<file path="config.mk">
export PLATFORM = sky130hd
export DESIGN_NAME = wrb_port_arbiter
export DESIGN_NICKNAME = d
export VERILOG_FILES = /design/src/rtl/wrb_port_arbiter.sv
export SDC_FILE = /design/constraint.sdc
export NUM_CORES = 1
export LEC_CHECK = 0
export BUFFER_PORTS_ARGS = -buffer_cell sky130_fd_sc_hd__buf_2
export CORE_UTILIZATION = 57
export CTS_CLUSTER_DIAMETER = 50
export DETAILED_ROUTE_END_ITERATION = 6
export MAX_ROUTING_LAYER = met4
export PLACE_DENSITY = 0.95
export RECOVER_POWER = 25
export SYNTH_ARGS = -nofsm -noshare
export SYNTH_HDL_FRONTEND = slang
export SYNTH_SLANG_ARGS = --single-unit
</file>
<file path="constraint.sdc">
create_clock -name clk -period 3.89 [get_ports clk]
set_input_delay 0.389 -clock clk [delete_from_list [all_inputs] [get_ports clk]]
set_output_delay 0.389 -clock clk [all_outputs]
set_load 0.02 [all_outputs]
</file>
<file path="src/rtl/wrb_port_arbiter.sv">
// wrb_port_arbiter: shares the register-file write port between the pipeline and the divider.
// Divider results queue in a small FIFO; a starvation FSM stalls the pipeline so the FIFO can drain.
module wrb_port_arbiter #(
  parameter int DIV_BUF_DEPTH = 2,
  parameter int STARVE_LIMIT  = 4,
  parameter int RADDR_W       = 5,
  parameter int XLEN          = 32
) (
  input  logic               clk,
  input  logic               rst_n,
  input  logic               pipe_wr_req_i,
  input  logic [RADDR_W-1:0] pipe_rd_addr_i,
  input  logic [XLEN-1:0]    pipe_rd_data_i,
  input  logic               div_valid_i,
  input  logic [RADDR_W-1:0] div_rd_addr_i,
  input  logic [XLEN-1:0]    div_data_i,
  output logic               div_ready_o,
  output logic               rf_wr_en_o,
  output logic [RADDR_W-1:0] rf_wr_addr_o,
  output logic [XLEN-1:0]    rf_wr_data_o,
  output logic               rf_wr_src_o,
  output logic               pipe_stall_o,
  input  logic [RADDR_W-1:0] lookup_rd_i,
  output logic               pend_hit_o
);

  localparam int AW = $clog2(DIV_BUF_DEPTH);
  localparam int CW = AW + 1;
  localparam int SW = $clog2(STARVE_LIMIT + 1);

  typedef enum logic {NORMAL, FORCE} state_t;

  state_t state;
  state_t state_nxt;

  logic [RADDR_W-1:0] addr_mem [DIV_BUF_DEPTH];
  logic [XLEN-1:0]    data_mem [DIV_BUF_DEPTH];

  logic [AW-1:0] rd_ptr;
  logic [AW-1:0] wr_ptr;
  logic [CW-1:0] count;
  logic [CW-1:0] count_nxt;
  logic [SW-1:0] starve_cnt;
  logic [SW-1:0] starve_nxt;
  logic          ready_q;

  logic empty;
  logic full;
  logic div_acc;
  logic div_live;
  logic pipe_sel;
  logic fifo_sel;
  logic byp_sel;
  logic push;
  logic pop;
  logic pend_hit;

  assign empty     = (count == '0);
  assign full      = (count == CW'(DIV_BUF_DEPTH));
  assign div_acc   = div_valid_i & ready_q;
  assign div_live  = div_acc & (div_rd_addr_i != '0);
  assign pipe_sel  = pipe_wr_req_i & (pipe_rd_addr_i != '0);
  assign fifo_sel  = ~pipe_sel & ~empty;
  assign byp_sel   = ~pipe_sel & empty & div_live;
  assign pop       = fifo_sel;
  assign push      = div_live & ~byp_sel;
  assign count_nxt = count + CW'(push) - CW'(pop);

  assign div_ready_o = ready_q;

  // A non-empty FIFO that did not pop this cycle counts as blocked
  always_comb begin
    starve_nxt = starve_cnt;
    if (pop || empty)
      starve_nxt = '0;
    else if (starve_cnt < SW'(STARVE_LIMIT))
      starve_nxt = starve_cnt + SW'(1);
  end

  always_ff @(posedge clk or negedge rst_n) begin
    if (!rst_n) begin
      rd_ptr     <= '0;
      wr_ptr     <= '0;
      count      <= '0;
      starve_cnt <= '0;
      ready_q    <= 1'b0;
      for (int i = 0; i < DIV_BUF_DEPTH; i++) begin
        addr_mem[i] <= '0;
        data_mem[i] <= '0;
      end
    end else begin
      if (push) begin
        addr_mem[wr_ptr] <= div_rd_addr_i;
        data_mem[wr_ptr] <= div_data_i;
        wr_ptr           <= wr_ptr + AW'(1);
      end
      if (pop)
        rd_ptr <= rd_ptr + AW'(1);
      count      <= count_nxt;
      starve_cnt <= starve_nxt;
      ready_q    <= (count_nxt < CW'(DIV_BUF_DEPTH));
    end
  end

  always_ff @(posedge clk or negedge rst_n) begin
    if (!rst_n)
      state <= NORMAL;
    else
      state <= state_nxt;
  end

  always_comb begin
    state_nxt = state;
    unique case (state)
      NORMAL:
        if ((starve_nxt >= SW'(STARVE_LIMIT)) ||
            (full && div_valid_i))
          state_nxt = FORCE;
      FORCE:
        if (count_nxt == '0)
          state_nxt = NORMAL;
    endcase
  end

  always_comb begin
    pipe_stall_o = (state == FORCE);
  end

  always_comb begin
    rf_wr_en_o   = 1'b0;
    rf_wr_addr_o = '0;
    rf_wr_data_o = '0;
    rf_wr_src_o  = 1'b0;
    unique case (1'b1)
      pipe_sel: begin
        rf_wr_en_o   = 1'b1;
        rf_wr_addr_o = pipe_rd_addr_i;
        rf_wr_data_o = pipe_rd_data_i;
      end
      fifo_sel: begin
        rf_wr_en_o   = 1'b1;
        rf_wr_addr_o = addr_mem[rd_ptr];
        rf_wr_data_o = data_mem[rd_ptr];
        rf_wr_src_o  = 1'b1;
      end
      byp_sel: begin
        rf_wr_en_o   = 1'b1;
        rf_wr_addr_o = div_rd_addr_i;
        rf_wr_data_o = div_data_i;
        rf_wr_src_o  = 1'b1;
      end
      default: ;
    endcase
  end

  // Queued entries plus an accepted result that is about to be queued
  always_comb begin
    pend_hit = push && (div_rd_addr_i == lookup_rd_i);
    for (int i = 0; i < DIV_BUF_DEPTH; i++)
      if ((CW'(i) < count) &&
          (addr_mem[rd_ptr + AW'(i)] == lookup_rd_i))
        pend_hit = 1'b1;
  end

  assign pend_hit_o = (lookup_rd_i != '0) & pend_hit;

endmodule
</file>
## After elaboration in Yosys (flattened, before gate mapping)

Cells that the tools add are included.

- Input bits: 83
- Flip-flop bits (word level): 83
- Logic and storage cells: 83
- Output and inout port bits: 42

- $lt $le $gt $ge: 9
- Bitwise logic cells: 15
- Equality and inequality tests: 4
- Reduce and logical (&&, ||, !) cells: 14
- $add $sub $neg: 5
- Muxes and demuxes: 26

Operators by type and width:

| operator | count |
|---|---|
| $mux W32 | 4 |
| $pmux W32 S3 | 1 |
| $bwmux W64 | 1 |
| $mux W5 | 7 |
| $demux W32 S1 | 1 |
| $eq A5 B5 Y1 | 3 |
| $pmux W5 S3 | 1 |
| $reduce_bool A5 Y1 | 3 |
| $bwmux W10 | 1 |
| $and A1 B1 Y1 | 8 |
| $ge A2 B2 Y1 const B | 3 |
| $mux W1 | 6 |
| $mux W3 | 2 |
| $not A1 Y2 | 3 |
| $demux W5 S1 | 1 |
| $logic_and A1 B1 Y1 | 5 |
| $logic_not A2 Y1 | 2 |
| $lt A1 B2 Y1 const A | 2 |
| $not A1 Y1 | 4 |
| $add A3 B1 Y3 const B | 1 |
| $ge A3 B3 Y1 const B | 1 |
| $lt A3 B3 Y1 const B | 1 |
| $reduce_or A3 Y1 | 1 |
| $add A1 B1 Y1 const B | 2 |
| other kinds (8) | 9 |

## Depth between registers and ports, before layout

Gate-level depths: netlist of run 1.

- Depth in word-level cells: 12
- Gate-level depth with buffers: 11
- Gate-level depth less buffers: 11

## Worst setup path after synthesis of run 1

Ideal clock, no wire load.

- Kind: input to output
- From: input pipe_rd_addr_i[4]
- To: output rf_wr_data_o[15]
- Cell stages on the path: 5
- Data arrival time: 2.021 ns
- Buffers on the path: 1
- Data required time: 3.501 ns
- Setup slack: 1.480 ns
- Cells stage by stage: or4_4 -> o21ai_4 -> nand2_1 -> clkbuf_1 -> o21ai_0

- Cells in the longest elaborated chain, start to end: 6
- Elaborated cells between the ends (all ways): 7
- Those cells by class: mux (1); bitwise (5); reduce/logical (1)

Ends and longest elaborated chain:

| item | line | source |
|---|---|---|
| from (decl) | 12 | `input logic [RADDR_W-1:0] pipe_rd_addr_i,` |
| $reduce_bool A5 Y1 * | 62 | `assign pipe_sel = pipe_wr_req_i & (pipe_rd_addr_i != '0);` |
| $and A1 B1 Y1 * | 62 |  |
| $not A1 Y1 | 63, 64 |  |
| $and A1 B1 Y1 (2 in series) | 64 | `assign byp_sel = ~pipe_sel & empty & div_live;` |
| $pmux W32 S3 * | 134 | `unique case (1'b1)` |
| to (decl) | 20 | `output logic [XLEN-1:0] rf_wr_data_o,` |

Mark *: on every way between the ends. The rest lies on a longest branch, timed or not.

## Final worst setup path of run 1

- From: register rd_ptr
- To: output pend_hit_o

- Cells in the longest elaborated chain, start to end: 9
- Elaborated cells between the ends (all ways): 16
- Those cells by class: add/sub (1); eq/ne (2); mux (8); bitwise (3); reduce/logical (2)

Ends and longest elaborated chain:

| item | line | source |
|---|---|---|
| from (decl) | 39 | `logic [AW-1:0] rd_ptr;` |
| from (signal assigned) | 98 | `rd_ptr <= rd_ptr + AW'(1);` |
| $add A1 B1 Y1 / $not A1 Y2 (equally long branches) | 161 | `(addr_mem[rd_ptr + AW'(i)] == lookup_rd_i))` |
| $not A1 Y2 (implied by the code) / $mux W5 (equally long branches) | 161 |  |
| $mux W5 (implied by the code) (2 in series) | 161 |  |
| $mux W5 (implied by the code) / $eq A5 B5 Y1 (equally long branches) | 161 |  |
| $eq A5 B5 Y1 / $logic_and A1 B1 Y1 (equally long branches) | 161, 160 |  |
| $logic_and A1 B1 Y1 / $mux W1 (equally long branches) | 160 | `if ((CW'(i) < count) &&` |
| $mux W1 * | 160 |  |
| $and A1 B1 Y1 * | 165 | `assign pend_hit_o = (lookup_rd_i != '0) & pend_hit;` |
| to (decl) | 24 | `output logic pend_hit_o` |

Mark *: on every way between the ends. The rest lies on a longest branch, timed or not. The select of a mux whose other input is x is not followed.

==> Flow_metrics.wiki, run 1 <==
{| class="wikitable"
! Metric !! Value
|-
| Outcome || finished, violations left
|-
| Failing checks || capacitance limit, slew limit
|-
| Delay of the slowest cell on the worst path || approximately 0.86 ns
|-
| RD Place Congestion || a little over 0.8
|-
| Count of endpoints failing setup in the final report || 0
|-
| Cell Chain, Critical Path || mux2i_1, xnor2_1, nor4_1, nand4b_1, o211ai_1, buf_2
|-
| Critical path data arrival time || approximately 2.5 ns
|-
| Via-per-instance ratio || 5.554
|-
| Final design instance area without fill || 5558 um^2
|-
| Switching portion of total power || roughly two fifths
|-
| Synth unique cells || 34
|-
| Synthesis-to-layout area growth || 17.51%
|-
| Number of global-route vias before repair || approximately 3600
|-
| Iteration-0 DRC Markers || roughly 220
|-
| Static leakage power || around 2.7 nW
|-
| H-tree level count || 3
|-
| Final worst path period share || between 70% and 80%
|-
| Final count of pins violating max slew || between 80 and 90
|-
| Tot GR Track Use || about a quarter
|-
| Number of nets in the layout || approximately 630
|-
| Post-Syn Area per Cell || 10.87 um^2
|-
| Global-route wire length before repair || around 17000 um
|-
| Number of synthesized flops with an enable pin || 0
|-
| Share of synthesized area occupied by flip-flops and latches || between 40 and 50%
|-
| Min setup slack post-route || ~1.1 ns
|-
| Initial Util || 59.96%
|-
| Slew of the pin with the lowest slew margin || between 2 and 2.5 ns
|-
| Type of origin of the critical path || flip-flop
|-
| Maximum fanout along the worst path || 25
|-
| I/O pin count || 125
|-
| Count of unresolved DRC violations after routing || 0
|-
| Class of the worst hold path || input port to flip-flop
|-
| Die ar. || roughly 8700 um^2
|-
| Power share of the combinational group || roughly half
|-
| Share of post-route cells with drive strength above 1 || between 40 and 50%
|-
| Fraction of post-synthesis cell area in the top cell type by area || between 40 and 50%
|-
| Total Neg Setup Slack || 0 ns
|-
| Die Width || 93.09 um
|-
| Count of antenna diodes in the layout || 0
|-
| Count of nets left with antenna violations after detail routing || 0
|-
| Most common cell after layout, fill and taps aside || sky130_fd_sc_hd__buf_2
|-
| Cell row count || 32
|-
| Period minus WS final || approximately 2.8 ns
|-
| #FFs+latches synth || a little over 80
|-
| Post-placement cell area || between 5000 and 6000 um^2
|-
| Post-Route Skew || 0.009386 ns
|-
| CTS Hold Bufs || 0
|-
| Fraction of power consumed by sequential logic || a little over a third
|-
| WL/cell || around 16 um
|-
| CTS Root Buffer Type || sky130_fd_sc_hd__clkbuf_8
|-
| Number of buffers inserted during clock tree synthesis || 9
|-
| Clk_lat worst skew || around 0.35 ns
|-
| Number of buffers inserted by port buffering || about 120
|-
| Wire length after detailed routing || a little over 10000 um
|-
| Cell type with the highest aggregate area in the netlist || sky130_fd_sc_hd__dfrtp_1
|-
| Total clock sinks || 83
|-
| Net Count, Synth || roughly 520
|-
| Synth top area cells || sky130_fd_sc_hd__dfrtp_1 44%, sky130_fd_sc_hd__mux2_2 10%, sky130_fd_sc_hd__mux2_4 9.5%, sky130_fd_sc_hd__mux2i_1 9.1%, sky130_fd_sc_hd__a21oi_1 3.8%
|-
| Total number of vias || roughly 3600
|-
| Setup Crit Path Kind || flip-flop to primary output
|-
| Pre-antenna DRT Iters || 5
|-
| Synthesized instance count || between 400 and 500
|-
| Vertical die dimension || ~93 um
|-
| Warning count from the yosys run || 0
|-
| Total count of hold-check failures in the final report || 0
|-
| Internal power summed over all cells || between 2 and 3 mW
|-
| Antenna violations before repair || 0
|-
| Top library cells by usage in the layout, fill and taps aside || 123 x sky130_fd_sc_hd__buf_2, 82 x sky130_fd_sc_hd__dfrtp_1, 44 x sky130_fd_sc_hd__mux2_2
|-
| Type of destination of the critical path || primary output
|-
| Switching power total || 1.821 mW
|-
| Pin count of the biggest net entering global routing || 84
|-
| Post-Syn Area || roughly 4700 um^2
|-
| Crit path max-delay cell type || sky130_fd_sc_hd__dfrtp_2
|-
| Clock power share || between 10% and 20%
|-
| Required time reported for the critical path endpoint || ~3.5 ns
|-
| Largest buffer count on any clock path || 2
|-
| CTS tree || yes
|-
| Post-CTS resize count || 0
|-
| Asr flop ratio synth || 100.0%
|-
| Peak supply drop || around 0.45 mV
|-
| Total of max-cap violations || 1
|-
| Overflow left after global routing || 0
|-
| Prevailing post-synth register cell || sky130_fd_sc_hd__dfrtp_1
|-
| Clock input transition at the sequential cells of the worst setup and hold paths || around 0.080 ns
|-
| Count of buffers added by post-CTS timing repair for setup || 0
|-
| Worst setup slack before clock tree synthesis || between 1 and 1.5 ns
|-
| Slew Limit Headroom || -36.96%
|-
| HPWL after detailed placement || 6758 um
|-
| Upper clock frequency limit || around 0.35 GHz
|-
| Power per cell area || around 840 nW/um^2
|-
| RSZ-0062 raised after global routing || false
|-
| Floorplan Core Area || 7888 um^2
|}
critical path: cells and delay by family (launching register included):
| family | cells | cell delay [ns] |
|---|---|---|
| compound gates | 1 | 0.12 |
| xor+xnor | 1 | 0.11 |
| buf+inv | 1 | 0.20 |
| flops | 1 | 0.86 |
| mux | 1 | 0.40 |
| simple gates | 2 | 0.40 |
cell usage after synthesis, drive strengths merged, types with 6 or more instances:
cell type	count
a21oi	37
buf	13
clkbuf	15
dfrtp	83
inv	6
mux2	74
mux2i	43
nand2	39
nor2	44
o21ai	37
xnor2	12
xor2	8
layer usage:
metal	share of wire (%)	vias up	track usage, %
met3	4.9	12	4.065
li1	-	1743	-
met5	0	-	-
met1	46	1747	33.05
met4	1.2	0	8.718
met2	47	130	42.03
registers in the layout (all words and copies together), names as in the netlist:
register      cells
div_ready_o       1
count             2
wr_ptr            1
data_mem         64
rd_ptr            1
pipe_stall_o      1
addr_mem         10
starve_cnt        3
metrics by stage:
step | std cells | hold slack, ns | total power [mW] | util (%)
2_1_floorplan | 435 | 0.09341 | 3.452 | -
3_3_place_gp | 638 | 0.4711 | 3.884 | 67.61
3_5_place_dp | 638 | 0.4877 | 3.993 | 67.61
4_1_cts | 654 | 0.2498 | 4.717 | 70.49
5_1_grt | 654 | 0.2851 | 5.027 | 70.46
6_report | 654 | 0.2929 | 4.686 | 70.46
area by class of cell:
type,instances,area (um^2)
inverter,6,22.52
sequential,83,2078
clock inverter,4,72.57
clock buffer,12,155.1
fill,604,2330
tap,102,127.6
multi-input combinational,318,2444
timing repair buffer,129,658.1
final timing paths:
check | startpoint | end | slack, ns | cells past startpoint
worst max register to register | count[1] | data_mem[45] | 1.35 | 5
max in group asynchronous | rst_n | rd_ptr | 1.93 | 1
min in group asynchronous | rst_n | data_mem[48] | 0.61 | 1
worst max-delay path | rd_ptr | pend_hit_o | 1.05 | 6
worst min register to register | data_mem[31] | data_mem[31] | 0.51 | 1
worst min-delay path | div_data_i[5] | data_mem[37] | 0.29 | 2
power groups by stage:
stage	clock, mW	combinational (mW)	sequential (mW)
after floorplan	0	1.95	1.51
after global placement	0	2.27	1.61
after detailed placement	0	2.35	1.65
after CTS	0.715	2.36	1.64
after global routing	0.755	2.58	1.69
final	0.703	2.34	1.64
cell families (layout without fill, tap and decap cells):
logic type / after synthesis / after routing / synth area share (%)
adder cells (fa/ha/maj): 3 / 3 / 0.7937
XOR/XNOR: 20 / 20 / 3.704
AND/OR/NAND/NOR: 97 / 97 / 8.624
AO/OA/AOI/OAI: 81 / 81 / 9.312
flip-flops: 83 / 83 / 43.92
multiplexers: 117 / 117 / 29.10
buffers and inverters: 34 / 151 / 4.550
Note: power is estimated with default switching activity, not from simulation.
==> run 2, diff against run 1 <==
Settings changed: CORE_UTILIZATION 57 to 53, PLACE_DENSITY 0.95 to 0.91.
Clock period 3.89 ns to 2.9 ns, I/O delays scaled along.
==> Flow_metrics.wiki, run 2 (synthesis results as in run 1) <==
{| class="wikitable"
! Metric !! Value
|-
| Outcome || finished, violations left
|-
| Failing checks || capacitance limit, slew limit
|-
| Registers with the most flip-flops || data_mem: 64 flops, addr_mem: 10 flops, starve_cnt: 3 flops
|-
| Setup Crit Path Kind || flip-flop to primary output
|-
| Required time reported for the critical path endpoint || 2.61 ns (-0.89 ns)
|-
| Total clock sinks || 83 (unchanged)
|-
| Tot GR Track Use || 24.00% (-1.8 points)
|-
| Total count of hold-check failures in the final report || 0 (unchanged)
|-
| CTS tree || yes
|-
| Number of non-filler instances in the completed layout || 660 (+0.92%)
|-
| Number of nets in the layout || 635 (+0.32%)
|-
| Highest metal layer with signal wires || met4
|-
| Internal power summed over all cells || 3.808 mW (+33%)
|-
| Register-to-register setup slack || 0.64 ns (-0.71 ns)
|-
| Via-per-instance ratio || 5.500 (-0.96%)
|-
| Die ar. || 9306 um^2 (+7.4%)
|-
| I/O pin count || 125 (unchanged)
|-
| Vertical die dimension || 96.47 um (+3.6%)
|-
| Metal-1 WL || 4663 um (-1.2%)
|-
| Final count of pins violating max slew || 84 (unchanged)
|-
| Cell row count || 34 (+6.3%)
|-
| Top library cells by usage in the layout, fill and taps aside || 123 x sky130_fd_sc_hd__buf_2, 82 x sky130_fd_sc_hd__dfrtp_1, 44 x sky130_fd_sc_hd__mux2_2
|-
| Overflow left after global routing || 0 (unchanged)
|-
| Largest buffer count on any clock path || 2 (unchanged)
|-
| Number of buffers inserted by port buffering || 124 (unchanged)
|-
| RD Place Congestion || 0.8820 (+6.9%)
|-
| Count of endpoints failing setup in the final report || 0 (unchanged)
|-
| Pin count of the biggest net entering global routing || 84 (unchanged)
|-
| WL/cell || 15.80 um (+1.7%)
|-
| Pwr Total || 6.252 mW (+33%)
|-
| Clock input transition at the sequential cells of the worst setup and hold paths || 0.08 ns (about the same)
|-
| Type of destination of the critical path || primary output
|-
| Die Width || 96.47 um (+3.6%)
|-
| RSZ-0062 raised after global routing || false
|-
| Count of unresolved DRC violations after routing || 0 (unchanged)
|-
| Antenna violations before repair || 0 (unchanged)
|-
| Placed Cells incl. Taps || 646 (+1.3%)
|-
| Pre-antenna DRT Iters || 4 (-1)
|-
| Synthesis-to-layout area growth || 17.59% (about the same)
|-
| Total of max-cap violations || 1 (unchanged)
|-
| Total number of vias || 3630 (-0.055%)
|-
| Peak supply drop || 0.4772 mV (+6.7%)
|-
| Min setup slack post-route || 0.4427 ns (-0.6110 ns)
|-
| Final design instance area without fill || 5562 um^2 (about the same)
|-
| Clock power share || 13.8% (-1.2 points)
|-
| Share of post-route cells with drive strength above 1 || 40.58% (-0.18 points)
|-
| CTS Hold Bufs || 0 (unchanged)
|-
| Worst setup slack before clock tree synthesis || 0.3729 ns (-0.7037 ns)
|-
| Floorplan Core Area || 8678 um^2 (+10%)
|-
| Slew Limit Headroom || -33.79% (+3.2 points)
|-
| H-tree level count || 3 (unchanged)
|-
| Switching portion of total power || 39.10% (+0.24 points)
|-
| Detailed-routed wire length on met2 || 5110 um (+6.1%)
|-
| Initial Util || 54.50% (-5.5 points)
|-
| Wire length after detailed routing || 10430 um (+2.7%)
|-
| Post-Route Skew || 0.01610 ns (+0.006717 ns)
|-
| Global-route wire length before repair || 16540 um (-2.2%)
|-
| Class of the worst hold path || input port to flip-flop
|-
| Number of flip-flops in the largest register || 64 (unchanged)
|-
| Final-layout fill cell count || 665 (+10%)
|-
| Register name with the most flops || data_mem
|-
| Static leakage power || 2.705 nW (about the same)
|-
| Switching power total || 2.445 mW (+34%)
|-
| HPWL after detailed placement || 7088 um (+4.9%)
|-
| CTS Root Buffer Type || sky130_fd_sc_hd__clkbuf_8
|-
| Slew of the pin with the lowest slew margin || 2.007 ns (-0.04763 ns)
|-
| Type of origin of the critical path || flip-flop
|-
| Critical path data arrival time || 2.17 ns (-0.28 ns)
|-
| Period minus WS final || around 2.5 ns
|-
| Clk_lat worst skew || 0.34 ns (about the same)
|-
| Post-CTS resize count || 0 (unchanged)
|-
| Number of buffers inserted during clock tree synthesis || 9 (unchanged)
|-
| Length of routed met3 wiring || 527 um (+6.0%)
|-
| Power share of the combinational group || 51.6% (+1.6 points)
|-
| Upper clock frequency limit || ~0.41 GHz
|-
| Number of global-route vias before repair || 3495 (-2.2%)
|-
| Total Neg Setup Slack || 0 ns (unchanged)
|-
| Count of buffers added by post-CTS timing repair for setup || 0 (unchanged)
|-
| Fraction of power consumed by sequential logic || 34.6% (-0.4 points)
|-
| Maximum fanout along the worst path || 17 (-32%)
|-
| Post-placement cell area || 5368 um^2 (+0.66%)
|-
| Count of antenna diodes in the layout || 0 (unchanged)
|-
| Most common cell after layout, fill and taps aside || sky130_fd_sc_hd__buf_2
|-
| Count of nets left with antenna violations after detail routing || 0 (unchanged)
|-
| Power per cell area || 1124 nW/um^2 (+33%)
|-
| Final worst path period share || a little over four fifths
|-
| Iteration-0 DRC Markers || 100 (-53%)
|}
-- run 2: power groups by stage --
stage	Clock [mW]	Combinational [mW]	Sequential (mW)
after floorplan	0	2.61	2.02
after global placement	0	3.12	2.12
after detailed placement	0	3.23	2.17
after CTS	0.880	3.26	2.16
after global routing	0.924	3.56	2.24
final	0.861	3.23	2.16
-- run 2: critical path: stages, from the launching register on --
cell	delay (ns)
sky130_fd_sc_hd__dfrtp_2	0.69
sky130_fd_sc_hd__mux2i_1	0.33
sky130_fd_sc_hd__xnor2_1	0.10
sky130_fd_sc_hd__nor4_1	0.27
sky130_fd_sc_hd__nand4b_1	0.13
sky130_fd_sc_hd__o211ai_1	0.11
sky130_fd_sc_hd__buf_2	0.20
-- run 2: final timing paths --
| path | startpoint | to | depth (start not counted) |
|---|---|---|---|
| min | div_data_i[22] | data_mem[22] | 2 |
| max | rd_ptr | pend_hit_o | 6 |
| max reg2reg | count[1] | pipe_stall_o | 10 |
| max in group asynchronous | rst_n | rd_ptr | 1 |
| min in group asynchronous | rst_n | addr_mem[5] | 1 |
| min reg2reg | data_mem[55] | data_mem[55] | 1 |
-- run 2: metrics by stage --
step	utilization [%]	hold WS (ns)
after floorplan	-	-0.005591
after global placement	61.85	0.4792
after detailed placement	61.85	0.4896
after CTS	64.11	0.1572
after global routing	64.09	0.1861
final	64.09	0.2003
-- run 2: routing by layer --
metal,track usage (%),vias up
met5,-,-
met4,6.373,0
met3,5.790,12
met2,41.20,123
met1,28.21,1751
li1,-,1744
-- run 2: layout make-up --
| type | instances | area [um^2] | area share (%) |
|---|---|---|---|
| clock buffer | 11 | 131.4 | 2.362 |
| clock inverter | 3 | 65.06 | 1.170 |
| inverter | 6 | 22.52 | 0.4049 |
| multi-input combinational | 318 | 2444 | 43.94 |
| sequential | 83 | 2078 | 37.37 |
| tap | 108 | 135.1 | 2.430 |
| timing repair buffer | 131 | 685.7 | 12.33 |
==> run 3, diff against run 2 <==
Clock period 2.9 ns to 2.3 ns, I/O delays scaled along.
==> Flow_metrics.wiki, run 3 (synthesis results as in run 1) <==
{| class="wikitable"
! Metric !! Value
|-
| Outcome || finished, final reports clean
|-
| Critical path data arrival time || 2.02 ns (-0.15 ns)
|-
| WL/cell || 16.20 um (+2.5%)
|-
| Upper clock frequency limit || 0.4441 GHz
|-
| Worst Reg2Reg Path Length in Cells || 10 (unchanged)
|-
| Count of unresolved DRC violations after routing || 0 (unchanged)
|-
| Power per cell area || 1417 nW/um^2 (+26%)
|-
| Number of global-route vias before repair || 3596 (+2.9%)
|-
| Wire length after detailed routing || 10950 um (+5.0%)
|-
| Static leakage power || 2.781 nW (+2.8%)
|-
| Tot GR Track Use || 24.90% (+0.90 points)
|-
| Number of buffers inserted by port buffering || 124 (unchanged)
|-
| Final count of pins violating max slew || 0 (-100%)
|-
| Family with the most delay on the worst path || simple AND/OR/NAND/NOR gates
|-
| Post-placement cell area || 5453 um^2 (+1.6%)
|-
| Hold Path Stages || 2 (unchanged)
|-
| Slew of the pin with the lowest slew margin || 0.7879 ns (-1.219 ns)
|-
| Final design instance area without fill || 5756 um^2 (+3.5%)
|-
| Most common cell after layout, fill and taps aside || sky130_fd_sc_hd__buf_2
|-
| Fraction of power consumed by sequential logic || 33.4% (-1.2 points)
|-
| H-tree level count || 3 (unchanged)
|-
| Register name with the most flops || data_mem
|-
| Vertical die dimension || 96.47 um (unchanged)
|-
| Antenna violations before repair || 0 (unchanged)
|-
| Total number of vias || 3731 (+2.8%)
|-
| Required time reported for the critical path endpoint || 2.07 ns (-0.54 ns)
|-
| Clk_lat worst skew || 0.34 ns (about the same)
|-
| Maximum fanout along the worst path || 19 (+2)
|-
| Iteration-0 DRC Markers || 100 (unchanged)
|-
| Total count of hold-check failures in the final report || 0 (unchanged)
|-
| Worst R2R End || pipe_stall_o
|-
| Switching power total || 3.211 mW (+31%)
|-
| Power share of the combinational group || 54.0% (+2.4 points)
|-
| Via-per-instance ratio || 5.519 (+0.35%)
|-
| Crit path max-delay cell type || sky130_fd_sc_hd__or4_1
|-
| Post-Route Skew || 0.007649 ns (-0.008453 ns)
|-
| Global-route wire length before repair || 16950 um (+2.5%)
|-
| RD Place Congestion || 0.8435 (-4.4%)
|-
| Initial Util || 54.50% (unchanged)
|-
| Number of nets in the layout || 649 (+2.2%)
|-
| Count of antenna diodes in the layout || 0 (unchanged)
|-
| Pwr Total || 8.156 mW (+30%)
|-
| Switching portion of total power || 39.38% (+0.28 points)
|-
| Start of the worst register-to-register path || count[1]
|-
| Count of endpoints failing setup in the final report || 0 (unchanged)
|-
| Type of destination of the critical path || primary output
|-
| RSZ-0062 raised after global routing || true
|-
| Number of flip-flops in the largest register || 64 (unchanged)
|-
| Register-to-register setup slack || 0.19 ns (-0.45 ns)
|-
| Delay of the slowest cell on the worst path || 0.56 ns (-0.13 ns)
|-
| Peak supply drop || 0.6440 mV (+35%)
|-
| Cell row count || 34 (unchanged)
|-
| Start point of the worst min-delay path || div_data_i[31]
|-
| Die Width || 96.47 um (unchanged)
|-
| Internal power summed over all cells || 4.944 mW (+30%)
|-
| Total of max-cap violations || 0 (-1)
|-
| Pre-antenna DRT Iters || 4 (unchanged)
|-
| Count of nets left with antenna violations after detail routing || 0 (unchanged)
|-
| Hold Slack || 0.1452 ns (-0.05511 ns)
|-
| Min-Delay Endpoint || data_mem[31]
|-
| CP Buf/Inv Count || 3 (+2)
|-
| Top library cells by usage in the layout, fill and taps aside || 122 x sky130_fd_sc_hd__buf_2, 82 x sky130_fd_sc_hd__dfrtp_1, 44 x sky130_fd_sc_hd__mux2_2
|-
| Final worst path period share || between 90% and 100%
|-
| Share of post-route cells with drive strength above 1 || 43.31% (+2.7 points)
|-
| Slew Limit Headroom || 47.47% (+81 points)
|-
| Largest buffer count on any clock path || 2 (unchanged)
|-
| Synthesis-to-layout area growth || 21.69%
|-
| Number of buffers inserted during clock tree synthesis || 9 (unchanged)
|-
| Registers with the most flip-flops || data_mem: 64 flops, addr_mem: 10 flops, starve_cnt: 3 flops
|-
| Setup Crit Path Kind || input port to primary output
|-
| Total clock sinks || 83 (unchanged)
|-
| I/O pin count || 125 (unchanged)
|-
| Pin count of the biggest net entering global routing || 52 (-38%)
|-
| CTS tree || yes
|-
| Class of the worst hold path || input port to flip-flop
|-
| Die ar. || 9306 um^2 (unchanged)
|-
| CTS Root Buffer Type || sky130_fd_sc_hd__clkbuf_8
|-
| Type of origin of the critical path || input port
|-
| HPWL after detailed placement || 7582 um (+7.0%)
|-
| Clock input transition at the sequential cells of the worst setup and hold paths || 0.08 ns (about the same)
|-
| Floorplan Core Area || 8678 um^2 (unchanged)
|-
| Overflow left after global routing || 0 (unchanged)
|-
| Period minus WS final || 2.252 ns
|-
| Cell Chain, Critical Path || buf_2, or4_1, o211ai_1, nand2_1, nand2_1, buf_6, o21ai_0, buf_2
|-
| Clock power share || 12.6% (-1.2 points)
|}
-- run 3: cell types whose count changed in the layout (fill, tap and decap cells not counted), sizes merged --
cell         delta
bufinv          -1
buf            +12
clkinv          +2
clkinvlp        +1
clkbuf          +1
dlygate4sd3     +1
-- run 3: repair_timing --
action                                  CTS  global route
hold buffers                              1             0
endpoints found under the setup margin    1            12
pin swaps                                 0             2
endpoints found under the hold margin    32             0
cloned                                    0             0
buffers inserted                          2             3
gates resized for setup                   0            15
-- run 3: worst max-delay path by stage --
stage | from | endpoint | cells after the start | slack, ns
finish | div_rd_addr_i[1] | rf_wr_data_o[27] | 8 | 0.05
global route | rd_ptr | pend_hit_o | 8 | -0.07
CTS | rd_ptr | pend_hit_o | 6 | 0.003
detailed placement | div_rd_addr_i[1] | pipe_stall_o | 12 | -0.13
global placement | div_rd_addr_i[1] | pipe_stall_o | 12 | 0.05
floorplan | pipe_rd_addr_i[4] | pipe_stall_o | 11 | 0.06
-- run 3: routing by layer --
metal	vias to the layer above	track usage, %	wire length (um)
met5	-	-	0
met4	0	10.54	181
met3	17	4.069	531
met2	117	40.32	5474
met1	1826	31.06	4761
li1	1771	-	-
-- run 3: metrics by stage --
step	instances	util, %	setup WS [ns]	TNS (ns)
after global routing	676	66.32	-0.07155	-0.07155
final	676	66.32	0.04817	0
after detailed placement	654	62.83	-0.1335	-0.1599
after floorplan	435	-	0.06477	0
after global placement	654	62.83	0.05396	0
after CTS	673	65.35	0.003390	0
-- run 3: final cells by class --
class                      count  area, um^2
timing repair buffer         145       839.6
clock buffer                  11       141.4
fill                         654        2923
inverter                       6       22.52
multi-input combinational    318        2486
sequential                    83        2078
tap                          108       135.1
clock inverter                 5       52.55
-- run 3: worst reg2reg max path: stages, from the launching register on --
cell	delay (ns)
sky130_fd_sc_hd__dfrtp_1	0.48
sky130_fd_sc_hd__nor2_4	0.10
sky130_fd_sc_hd__a21oi_2	0.18
sky130_fd_sc_hd__inv_1	0.08
sky130_fd_sc_hd__ha_1	0.28
sky130_fd_sc_hd__inv_1	0.04
sky130_fd_sc_hd__ha_1	0.19
sky130_fd_sc_hd__xnor2_1	0.16
sky130_fd_sc_hd__xnor2_1	0.29
sky130_fd_sc_hd__nor2_1	0.08
sky130_fd_sc_hd__a21oi_1	0.17
-- run 3: power by group through the flow --
| stage | combinational [mW] | clock, mW | sequential (mW) |
|---|---|---|---|
| after floorplan | 3.29 | 0 | 2.55 |
| after global placement | 3.99 | 0 | 2.64 |
| after detailed placement | 4.14 | 0 | 2.73 |
| after CTS | 4.20 | 1.05 | 2.70 |
| after global routing | 4.85 | 1.11 | 2.80 |
| final | 4.40 | 1.03 | 2.72 |
